`src/rtl/sr_latch_driver.sv`:
```
// Sequences set/reset drives of an external SR latch for two requesters.
// Drives never overlap, pulses are followed by a dead time, and q_in is checked afterwards.
module sr_latch_driver #(
    parameter int PULSE_W = 2,
    parameter int DEAD_W  = 1,
    parameter int CNT_W   = 4
) (
    input  logic clk,
    input  logic rst_n,
    input  logic set_req,
    input  logic clr_req,
    input  logic q_in,
    input  logic err_clr,
    output logic s_out,
    output logic r_out,
    output logic set_ack,
    output logic clr_ack,
    output logic busy,
    output logic err
);

    typedef enum logic [1:0] {
        IDLE  = 2'd0,
        PULSE = 2'd1,
        DEAD  = 2'd2,
        ACK   = 2'd3
    } state_t;

    localparam logic [CNT_W-1:0] PULSE_LAST = CNT_W'(PULSE_W - 1);
    localparam logic [CNT_W-1:0] DEAD_LAST  = CNT_W'(DEAD_W - 1);

    state_t           state_q, state_d;
    logic [CNT_W-1:0] cnt_q, cnt_d;
    logic             tgt_set_q, tgt_set_d;
    logic             last_set_q, last_set_d;
    logic             err_q, err_d;
    logic             s_out_q, s_out_d;
    logic             r_out_q, r_out_d;
    logic             set_ack_q, set_ack_d;
    logic             clr_ack_q, clr_ack_d;
    logic             busy_q, busy_d;
    logic             mismatch;

    // Every output is registered from the next state, so a drive asserted in
    // PULSE appears in the cycle after the request was sampled.
    always_ff @(posedge clk or negedge rst_n) begin
        if (!rst_n) begin
            state_q    <= IDLE;
            cnt_q      <= '0;
            tgt_set_q  <= 1'b0;
            last_set_q <= 1'b0;
            err_q      <= 1'b0;
            s_out_q    <= 1'b0;
            r_out_q    <= 1'b0;
            set_ack_q  <= 1'b0;
            clr_ack_q  <= 1'b0;
            busy_q     <= 1'b0;
        end else begin
            state_q    <= state_d;
            cnt_q      <= cnt_d;
            tgt_set_q  <= tgt_set_d;
            last_set_q <= last_set_d;
            err_q      <= err_d;
            s_out_q    <= s_out_d;
            r_out_q    <= r_out_d;
            set_ack_q  <= set_ack_d;
            clr_ack_q  <= clr_ack_d;
            busy_q     <= busy_d;
        end
    end

    always_comb begin
        state_d    = state_q;
        cnt_d      = cnt_q;
        tgt_set_d  = tgt_set_q;
        last_set_d = last_set_q;
        mismatch   = 1'b0;
        unique case (state_q)
            IDLE: begin
                if (set_req || clr_req) begin
                    // On a tie, serve the side that was not served last.
                    tgt_set_d  = (set_req && clr_req) ? !last_set_q : set_req;
                    last_set_d = tgt_set_d;
                    cnt_d      = '0;
                    state_d    = (q_in == tgt_set_d) ? ACK : PULSE;
                end
            end
            PULSE: begin
                if (cnt_q == PULSE_LAST) begin
                    cnt_d   = '0;
                    state_d = DEAD;
                end else begin
                    cnt_d = cnt_q + 1'b1;
                end
            end
            DEAD: begin
                if (cnt_q == DEAD_LAST) begin
                    mismatch = (q_in != tgt_set_q);
                    cnt_d    = '0;
                    state_d  = ACK;
                end else begin
                    cnt_d = cnt_q + 1'b1;
                end
            end
            ACK: begin
                state_d = IDLE;
            end
            default: begin
                state_d = IDLE;
            end
        endcase
    end

    always_comb begin
        s_out_d   = (state_d == PULSE) && tgt_set_d;
        r_out_d   = (state_d == PULSE) && !tgt_set_d;
        set_ack_d = (state_d == ACK) && tgt_set_d;
        clr_ack_d = (state_d == ACK) && !tgt_set_d;
        busy_d    = (state_d != IDLE);
        // A fresh mismatch wins over a coincident clear.
        err_d     = mismatch || (err_q && !err_clr);
    end

    assign s_out   = s_out_q;
    assign r_out   = r_out_q;
    assign set_ack = set_ack_q;
    assign clr_ack = clr_ack_q;
    assign busy    = busy_q;
    assign err     = err_q;

endmodule

```
`config.mk`:
```
export PLATFORM = sky130hd
export DESIGN_NAME = sr_latch_driver
export DESIGN_NICKNAME = d
export VERILOG_FILES = /design/src/rtl/sr_latch_driver.sv
export SDC_FILE = /design/constraint.sdc
export NUM_CORES = 1
export LEC_CHECK = 0
export ABC_AREA = 1
export BUFFER_PORTS_ARGS = -buffer_cell sky130_fd_sc_hd__buf_2
export CORE_AREA = 2 2 48 54
export CTS_CLUSTER_DIAMETER = 120
export CTS_CLUSTER_SIZE = 40
export DETAILED_ROUTE_END_ITERATION = 10
export DIE_AREA = 0 0 50 56
export PLACE_DENSITY = 0.6
export SYNTH_ARGS = -nofsm -noshare
export SYNTH_HDL_FRONTEND = slang
export SYNTH_SLANG_ARGS = --single-unit
```
`constraint.sdc`:
```
create_clock -name clk -period 1.7 [get_ports clk]
set_input_delay 0.255 -clock clk [delete_from_list [all_inputs] [get_ports clk]]
set_output_delay 0.255 -clock clk [all_outputs]
set_load 0.02 [all_outputs]
```
==> results.json, run 1 <==
{
  "outcome": "completed",
  "finalClockSkew_ps": 5.48,
  "critPathSlowestCell": "dfrtp_1",
  "yosysSeqAreaShare_pct": 46.1,
  "antenna_found_initial": 0,
  "crit_required_ps": 1860,
  "fin_area_sq_um": 886,
  "cp-start-kind": "flip-flop",
  "critical_path.top_delay_family": "flip-flops",
  "cts_root_buffer": "clkbuf_4",
  "hpwl_microns": 1160,
  "finalMaxSlewViolations": 0,
  "seqCellArea_sq_um": 350,
  "cts_sinks": 14,
  "placed_area_sq_um": 853,
  "ys_top_cells_by_area": "dfrtp_1 46%, nand2_1 15%, ha_1 9.9%, inv_1 5.9%, nand3_1 4.6%",
  "grt_pass1_wl_microns": 2750,
  "path_class": "reg2reg",
  "crit_cells": 8,
  "rsz0062_at_grt": "no",
  "grt_pass1_vias": 683,
  "synth_edf_count": 0,
  "drv_cap": 0,
  "nets": 123,
  "n_antenna_cell": 0,
  "via_per_inst": 4.67,
  "vias": 649,
  "relSlewSlack_pct": 78.0,
  "fin_cells": 139,
  "yosysMostFrequentCell": "nand2_1",
  "cp_cell_sequence": "inv_1 > ha_1 > inv_1 > nand2_1 > nand2_1 > nand2_1 > xor2_1 > nor2_1",
  "initial_core_util_pct": 34.1,
  "path_buf_inv": 2,
  "critPathArrivalTime_ps": 1660,
  "place_inst": 135,
  "period_minus_slack_ps": 1490,
  "syn2layout_area_growth_pct": 16.4,
  "ys_async_sr_fraction_pct": 100,
  "coreArea_sq_um": 2230,
  "synth_seq_cells": 14,
  "reg2regPathDepth": 8,
  "synth_top_area_share_pct": 46.1,
  "multiInputGateArea_sq_um": 362,
  "num_rows": 18,
  "ys_types": 18,
  "clk_latency_ps": 270,
  "drt_iter0_drc": 16,
  "routed_wl_microns": 1440,
  "clock_path_buffers": 2,
  "finalHoldWorstSlack_ps": 151,
  "drc": 0,
  "fillers": 232,
  "grtUsageTotal_pct": 12.9,
  "tightest_slew_ps": 330,
  "reg.largest.list": "cnt_q (4), state_q (2)",
  "p_leak_nw": 0.500,
  "drive_gt1_share_pct": 18.3,
  "drt-pass1-iter-count": 4,
  "ant_nets": 0,
  "synthFlopType": "dfrtp_1",
  "max_stage_delay_ps": 390,
  "clkTransAtPathRegs_ps": 80,
  "wire_per_inst_microns": 10.4,
  "gr-total-overflow": 0,
  "irDropWorstVdd_uv": 794,
  "cts_tree": "built",
  "h-tree-depth": 1,
  "syn_area_per_cell_sq_um": 8.09,
  "setup_viol": 0,
  "max_flop_register": "cnt_q",
  "cts_buffers": 3,
  "synthTopCellsByCount": "30 x nand2_1, 14 x dfrtp_1, 12 x inv_1",
  "numPortBuffers": 11,
  "synthCells": 94,
  "boundaryPins": 12,
  "endpoint_kind": "flip-flop",
  "dieArea_sq_um": 2800,
  "die_x_microns": 50,
  "hold_viol_final": 0,
  "cts_resized": 0,
  "grt_max_degree": 15,
  "synth_top_area_cell": "dfrtp_1",
  "syn_nets": 106,
  "final_core_util_pct": 39.7,
  "routabilityCongestion": 0.832,
  "worstHoldPathType": "in2reg",
  "crit_top_cell": "nand2_1",
  "max_freq_mhz": 670,
  "min_period_over_period_pct": 87.8,
  "cellPowerDensity_nw_per_um2": 1680,
  "path_max_fanout": 6,
  "die_h_microns": 56,
  "holdPathStages": 2,
  "tns_ps": 0,
  "syn_area_sq_um": 761,
  "synth_warnings": 0,
  "largest_reg_flops": 4
}
-- layout by cell type, fill, tap and decap left out --
cell,netlist,layout
a21oi_1,1,1
buf_2,0,11
clkbuf_4,0,3
dfrtp_1,14,14
dlygate4sd3_1,0,1
ha_1,6,6
inv_1,12,12
inv_2,1,1
nand2_1,30,30
nand2_2,2,2
nand3_1,7,7
nand3_2,1,1
nand4_1,3,3
nor2_1,9,9
nor2_2,1,1
o211a_1,1,1
o21ai_0,2,2
o21ai_2,1,1
o22ai_1,1,1
xnor2_1,1,1
xor2_1,1,1
-- final cells by class --
type	count	share of cell area, %
timing repair buffer	12	7.34
tap	30	4.24
inverter	13	5.51
sequential	14	39.5
multi-input combinational	67	40.8
clock buffer	3	2.54
-- where the power goes --
group          switching [mW]  internal (mW)  leakage, nW
registers              0.0492          0.439        0.183
logic                   0.551          0.263        0.304
clock network          0.0997         0.0820       0.0138
-- logic make-up (layout without fill, tap and decap cells) --
family | Yosys count | count (layout) | synth area share, %
xor+xnor | 2 | 2 | 2.30
flops | 14 | 14 | 46.1
compound gates | 6 | 6 | 5.26
simple gates | 53 | 53 | 30.1
buf+inv | 13 | 28 | 6.41
fa+ha+maj | 6 | 6 | 9.87
-- layer usage --
metal | vias to the layer above | part of all wire [%] | routed length (microns) | GRT usage [%]
li1 | 327 | - | - | -
met1 | 307 | 47 | 682 | 14.7
met2 | 11 | 47 | 684 | 21.4
met3 | 4 | 3.0 | 44 | 2.69
met4 | 0 | 2.3 | 33 | 8.33
met5 | - | 0 | 0 | 0
-- final timing paths --
check                      slack [ps]              startpoint                     end
setup reg to reg                  210    state_q[1]$_DFF_PN0_    cnt_q[2]$_DFFE_PN0P_
min in group asynchronous         400                   rst_n           err$_DFF_PN0_
hold reg to reg                   500  last_set_q$_DFFE_PN0P_  last_set_q$_DFFE_PN0P_
setup / recovery                  210    state_q[1]$_DFF_PN0_    cnt_q[2]$_DFFE_PN0P_
max in group asynchronous        1050                   rst_n       set_ack$_DFF_PN0_
hold / removal                    150                 err_clr           err$_DFF_PN0_
-- worst reg2reg max path: cells and delay by family, from the launching register on --
family / cells / cell delay [ps]
buffers and inverters: 2 / 230
flip-flops: 1 / 390
adder cells (fa/ha/maj): 1 / 260
AND/OR/NAND/NOR: 4 / 370
XOR/XNOR: 1 / 150
-- through the flow --
stage / setup slack (ps) / total power, mW
floorplan: 363 / 1.11
global placement: 297 / 1.30
detailed placement: 211 / 1.31
CTS: 208 / 1.51
global route: 61.4 / 1.66
finish: 208 / 1.48
-- what timing repair did --
| item | 4_1_cts | 5_1_grt |
|---|---|---|
| hold buffers | 1 | 0 |
| setup endpoints to repair | 0 | 0 |
| hold endpoints to repair | 14 | 0 |
| buffers inserted | 0 | 0 |
No activity file was read; power rests on OpenSTA's default activity.
==> run 2: changes to the inputs <==
Settings changed: CORE_AREA 2 2 48 54 to 2 2 41 47, DIE_AREA 0 0 50 56 to 0 0 43 49, PLACE_DENSITY 0.6 to 0.75, RECOVER_POWER set to 50.
==> results.json, run 2 (synthesized netlist as in run 1, its figures left out) <==
{
  "coreArea_sq_um": 1680,
  "tightest_slew_ps": 755,
  "cp-start-kind": "flip-flop",
  "worstHoldPathType": "in2reg",
  "finalClockSkew_ps": 7.05,
  "critPathArrivalTime_ps": 1660,
  "n_antenna_cell": 0,
  "syn2layout_area_growth_pct": 15.6,
  "p_sw_share_pct": 46.0,
  "die_h_microns": 49,
  "drive_gt1_share_pct": 15.5,
  "cts_resized": 0,
  "boundaryPins": 12,
  "gr-total-overflow": 0,
  "pwr-share-clk_pct": 15.4,
  "irDropWorstVdd_uv": 664,
  "grt_pass1_vias": 635,
  "min_period_over_period_pct": 87.5,
  "hold-path-endpoint": "err$_DFF_PN0_",
  "ant_nets": 0,
  "clk_latency_ps": 280,
  "pwr-share-seq_pct": 32.0,
  "setup_viol": 0,
  "reg2regPathDepth": 8,
  "reg2reg_slack_ps": 210,
  "hpwl_microns": 1160,
  "grtUsageTotal_pct": 15.8,
  "die_x_microns": 43,
  "cts_sinks": 14,
  "cts_tree": "built",
  "period_minus_slack_ps": 1490,
  "endpoint_kind": "flip-flop",
  "grt_max_degree": 15,
  "clkTransAtPathRegs_ps": 90,
  "tns_ps": 0,
  "wire_per_inst_microns": 11.1,
  "max_flop_register": "cnt_q",
  "path_max_fanout": 6,
  "netSwitchingPower_mw": 0.703,
  "num_rows": 16,
  "layout_commonest_cell": "nand2_1",
  "cts_root_buffer": "clkbuf_4",
  "initial_core_util_pct": 45.2,
  "largest_reg_flops": 4,
  "final_core_util_pct": 52.3,
  "grt_pass1_wl_microns": 2540,
  "routed_wl_microns": 1420,
  "layout_common_cells": "30 x nand2_1, 14 x dfrtp_1, 12 x inv_1",
  "drt-pass1-iter-count": 4,
  "hold_viol_final": 0,
  "drt_iter0_drc": 7,
  "r2r-start": "state_q[0]$_DFF_PN0_",
  "r2r_end": "cnt_q[2]$_DFFE_PN0P_",
  "crit_required_ps": 1870,
  "p_int_mw": 0.825,
  "p_leak_nw": 0.494,
  "place_inst": 123,
  "rsz0062_at_grt": "no",
  "antenna_found_initial": 0,
  "routabilityCongestion": 0.830,
  "fin_cells": 128,
  "fillers": 167,
  "min_from": "err_clr",
  "combPwrFrac_pct": 52.6,
  "via_per_inst": 4.96,
  "path_class": "reg2reg",
  "cts_buffers": 3,
  "nets": 123,
  "numPortBuffers": 11,
  "clock_path_buffers": 2,
  "drv_cap": 0,
  "max_freq_mhz": 672,
  "finalMaxSlewViolations": 0,
  "h-tree-depth": 1,
  "cellPowerDensity_nw_per_um2": 1740,
  "holdPathStages": 2,
  "outcome": "completed",
  "vias": 635,
  "relSlewSlack_pct": 49.7,
  "dieArea_sq_um": 2110,
  "drc": 0,
  "reg.largest.list": "cnt_q (4), state_q (2)"
}
==> run 2: how the worst max path moves through the flow <==
stage	start	to	slack, ps
finish	state_q[0]$_DFF_PN0_	cnt_q[2]$_DFFE_PN0P_	210
CTS	state_q[0]$_DFF_PN0_	cnt_q[2]$_DFFE_PN0P_	220
global route	state_q[0]$_DFF_PN0_	cnt_q[2]$_DFFE_PN0P_	40
floorplan	state_q[0]$_DFF_PN0_	cnt_q[2]$_DFFE_PN0P_	360
detailed placement	state_q[0]$_DFF_PN0_	cnt_q[2]$_DFFE_PN0P_	240
global placement	state_q[0]$_DFF_PN0_	cnt_q[2]$_DFFE_PN0P_	300
==> run 2: critical path: stages (launching register included) <==
cell,delay [ps]
dfrtp_1,390
inv_1,120
ha_1,270
inv_1,110
nand2_1,70
nand2_1,120
nand2_1,110
xor2_1,150
nor2_1,60
==> run 2: through the flow <==
| step | setup slack (ps) | hold slack [ps] | power (mW) | area, sq um |
|---|---|---|---|---|
| 6_report | 213 | 173 | 1.53 | 880 |
| 3_3_place_gp | 305 | 166 | 1.28 | 838 |
| 5_1_grt | 44.3 | 174 | 1.69 | 880 |
| 2_1_floorplan | 363 | -40.6 | 1.11 | 761 |
| 3_5_place_dp | 236 | 171 | 1.30 | 838 |
| 4_1_cts | 219 | 166 | 1.55 | 885 |
==> run 2: what timing repair did <==
item / CTS / global route
endpoints found under the hold margin: 14 / 0
buffers inserted: 0 / 0
hold buffers: 1 / 0
==> run 2: area by class of cell <==
type	count	area [sq um]	area share [%]
repair buffers	12	60.1	6.83
flip-flops and latches	14	350	39.8
inverters	13	48.8	5.55
multi-input cells	67	362	41.1
well taps	18	22.5	2.56
clock buffers	4	36.3	4.13
==> run 2: layer usage <==
| layer | share of wire (%) | GRT usage (%) | up-vias |
|---|---|---|---|
| met4 | 3.4 | 11.6 | 0 |
| met5 | 0 | 0 | - |
| met2 | 50 | 25.8 | 11 |
| met3 | 2.0 | 2.22 | 6 |
| li1 | - | - | 329 |
| met1 | 45 | 18.4 | 289 |
==> run 2: power groups by stage <==
stage	sequential [mW]	combinational (mW)	clock, mW
2_1_floorplan	0.546	0.568	0
3_3_place_gp	0.491	0.784	0
3_5_place_dp	0.496	0.806	0
4_1_cts	0.489	0.815	0.243
5_1_grt	0.499	0.931	0.255
6_report	0.489	0.805	0.235
==> run 3: changes to the inputs <==
Settings changed: ABC_AREA 1 to unset, CORE_AREA 2 2 41 47 to 2 2 43 45, DIE_AREA 0 0 43 49 to 0 0 45 47.
==> results.json, run 3 <==
{
  "place_inst": 104,
  "clock_path_buffers": 2,
  "via_per_inst": 5.61,
  "synthFlopType": "dfrtp_1",
  "ant_nets": 0,
  "placed_area_sq_um": 838,
  "drv_cap": 0,
  "antenna_found_initial": 0,
  "grt_max_degree": 15,
  "grt_pass1_wl_microns": 2380,
  "worstHoldPathType": "in2reg",
  "fin_cells": 112,
  "finalClockSkew_ps": 4.98,
  "drc": 0,
  "layout_common_cells": "14 x dfrtp_1, 8 x buf_2, 7 x buf_4",
  "p_leak_nw": 0.460,
  "finalHoldWorstSlack_ps": 140,
  "num_rows": 15,
  "hold_viol_final": 0,
  "cp-start-kind": "flip-flop",
  "synth_top_area_share_pct": 46.7,
  "max_flop_register": "cnt_q",
  "ys_types": 27,
  "outcome": "completed",
  "largest_reg_flops": 4,
  "cts_root_buffer": "clkbuf_4",
  "vias": 628,
  "setup_viol": 0,
  "synthTopCellsByCount": "14 x dfrtp_1, 7 x nor2_1, 6 x ha_1, 6 x inv_1, 5 x o21ai_0",
  "yosysMostFrequentCell": "dfrtp_1",
  "p_total_mw": 1.69,
  "min_period_over_period_pct": 99.7,
  "crit_required_ps": 1870,
  "grt_pass1_vias": 566,
  "die_h_microns": 47,
  "syn_area_sq_um": 751,
  "initial_core_util_pct": 45.5,
  "grtUsageTotal_pct": 16.7,
  "fillers": 156,
  "dieArea_sq_um": 2120,
  "boundaryPins": 12,
  "clkTransAtPathRegs_ps": 90,
  "wire_per_inst_microns": 14.2,
  "fin_area_sq_um": 933,
  "cts_buffers": 3,
  "max_freq_mhz": 590,
  "clk_latency_ps": 280,
  "syn2layout_area_growth_pct": 24.3,
  "syn_area_per_cell_sq_um": 10.1,
  "synth_top_area_cell": "dfrtp_1",
  "coreArea_sq_um": 1650,
  "gr-total-overflow": 0,
  "tightest_slew_ps": 772,
  "routabilityCongestion": 0.714,
  "synth_seq_cells": 14,
  "synth_warnings": 0,
  "h-tree-depth": 1,
  "ys_async_sr_fraction_pct": 100,
  "endpoint_kind": "flip-flop",
  "irDropWorstVdd_uv": 1140,
  "period_minus_slack_ps": 1700,
  "cts_tree": "built",
  "yosysSeqAreaShare_pct": 46.7,
  "syn_nets": 86,
  "relSlewSlack_pct": 48.5,
  "drt_iter0_drc": 12,
  "drt-pass1-iter-count": 4,
  "synthCells": 74,
  "ys_top_cells_by_area": "dfrtp_1 47%, ha_1 10%, mux2i_1 4.0%, nor2_1 3.5%, nand2b_1 3.3%",
  "drive_gt1_share_pct": 31.6,
  "n_antenna_cell": 0,
  "path_max_fanout": 2,
  "cellPowerDensity_nw_per_um2": 1810,
  "hpwl_microns": 1030,
  "nets": 109,
  "synth_edf_count": 0,
  "routed_wl_microns": 1590,
  "die_x_microns": 45,
  "numPortBuffers": 11,
  "path_class": "reg2reg",
  "layout_commonest_cell": "dfrtp_1",
  "reg.largest.list": "cnt_q (4), state_q (2)",
  "critPathArrivalTime_ps": 1870,
  "cts_sinks": 14,
  "finalMaxSlewViolations": 0
}
==> run 3: cell types whose count changed in the layout (fill, tap and decap cells not counted), moves of 3 or more <==
cell / previous run / this run
nand3_1: 7 / 3
mux2i_1: 0 / 3
inv_1: 12 / 4
nand4_1: 3 / 0
buf_4: 0 / 7
nor2_1: 9 / 6
nand2b_1: 0 / 4
nand2_1: 30 / 4
==> run 3: worst paths after layout <==
check / depth (start not counted) / from / slack [ps] / endpoint
worst max-delay path: 6 / state_q[0]$_DFF_PN0_ / 5 / busy$_DFF_PN0_
worst min-delay path: 2 / err_clr / 140 / err$_DFF_PN0_
worst max register to register: 6 / state_q[0]$_DFF_PN0_ / 5 / busy$_DFF_PN0_
worst min register to register: 1 / last_set_q$_DFFE_PN0P_ / 500 / last_set_q$_DFFE_PN0P_
max in group asynchronous: 2 / rst_n / 650 / tgt_set_q$_DFF_PN0_
min in group asynchronous: 2 / rst_n / 560 / state_q[0]$_DFF_PN0_
==> run 3: cell families after synthesis <==
logic type                 Yosys count  share of synthesized area, %
DFF                                 14                          46.7
muxes                                3                          4.00
buffers and inverters                8                          5.00
xor gates and xnor gates             1                          1.17
and+or+nand+nor                     26                          18.7
adders and majority gates            6                          10.0
AOI/OAI and AO/OA                   16                          14.5
==> run 3: power by group <==
part,total (mW),internal (mW),switching [mW]
combinational,0.996,0.450,0.547
sequential,0.504,0.443,0.0609
clock,0.190,0.0822,0.107
==> run 3: worst max-delay path: stages, from the launching register on <==
cell,delay [ps]
dfrtp_1,420
inv_2,90
ha_4,130
or4b_4,450
o31a_4,130
and2_4,160
or2_1,200
==> run 3: metrics by stage <==
stage / worst slack (ps) / TNS (ps) / utilization, %
3_3_place_gp: 7.92 / 0 / 50.8
3_5_place_dp: 11.6 / 0 / 50.8
2_1_floorplan: -61.0 / -61.0 / -
5_1_grt: -27.2 / -31.0 / 56.5
4_1_cts: 5.75 / 0 / 53.5
6_report: 4.98 / 0 / 56.5
==> run 3: area by class of cell <==
cell class              count  area [sq um]  area share, %
repair buffers             19           114           12.2
inverters                   7          26.3           2.82
clock buffers               3          22.5           2.41
multi-input cells          52           399           42.8
flip-flops and latches     14           350           37.5
well taps                  17          21.3           2.28
==> run 3: repair_timing <==
| item | 4_1_cts | 5_1_grt |
|---|---|---|
| hold endpoints to repair | 14 | 0 |
| gates resized for setup | 1 | 9 |
| setup endpoints to repair | 1 | 8 |
| hold buffers | 1 | 0 |
| buffers inserted | 1 | 3 |
==> run 3: layer usage <==
layer / up-vias / routed length, microns / track usage (%) / part of all wire [%]
met5: - / 0 / 0 / 0
met1: 309 / 693 / 20.8 / 44
li1: 297 / - / - / -
met4: 0 / 29 / 14.1 / 1.8
met2: 20 / 802 / 24.9 / 51
met3: 2 / 60 / 3.46 / 3.8
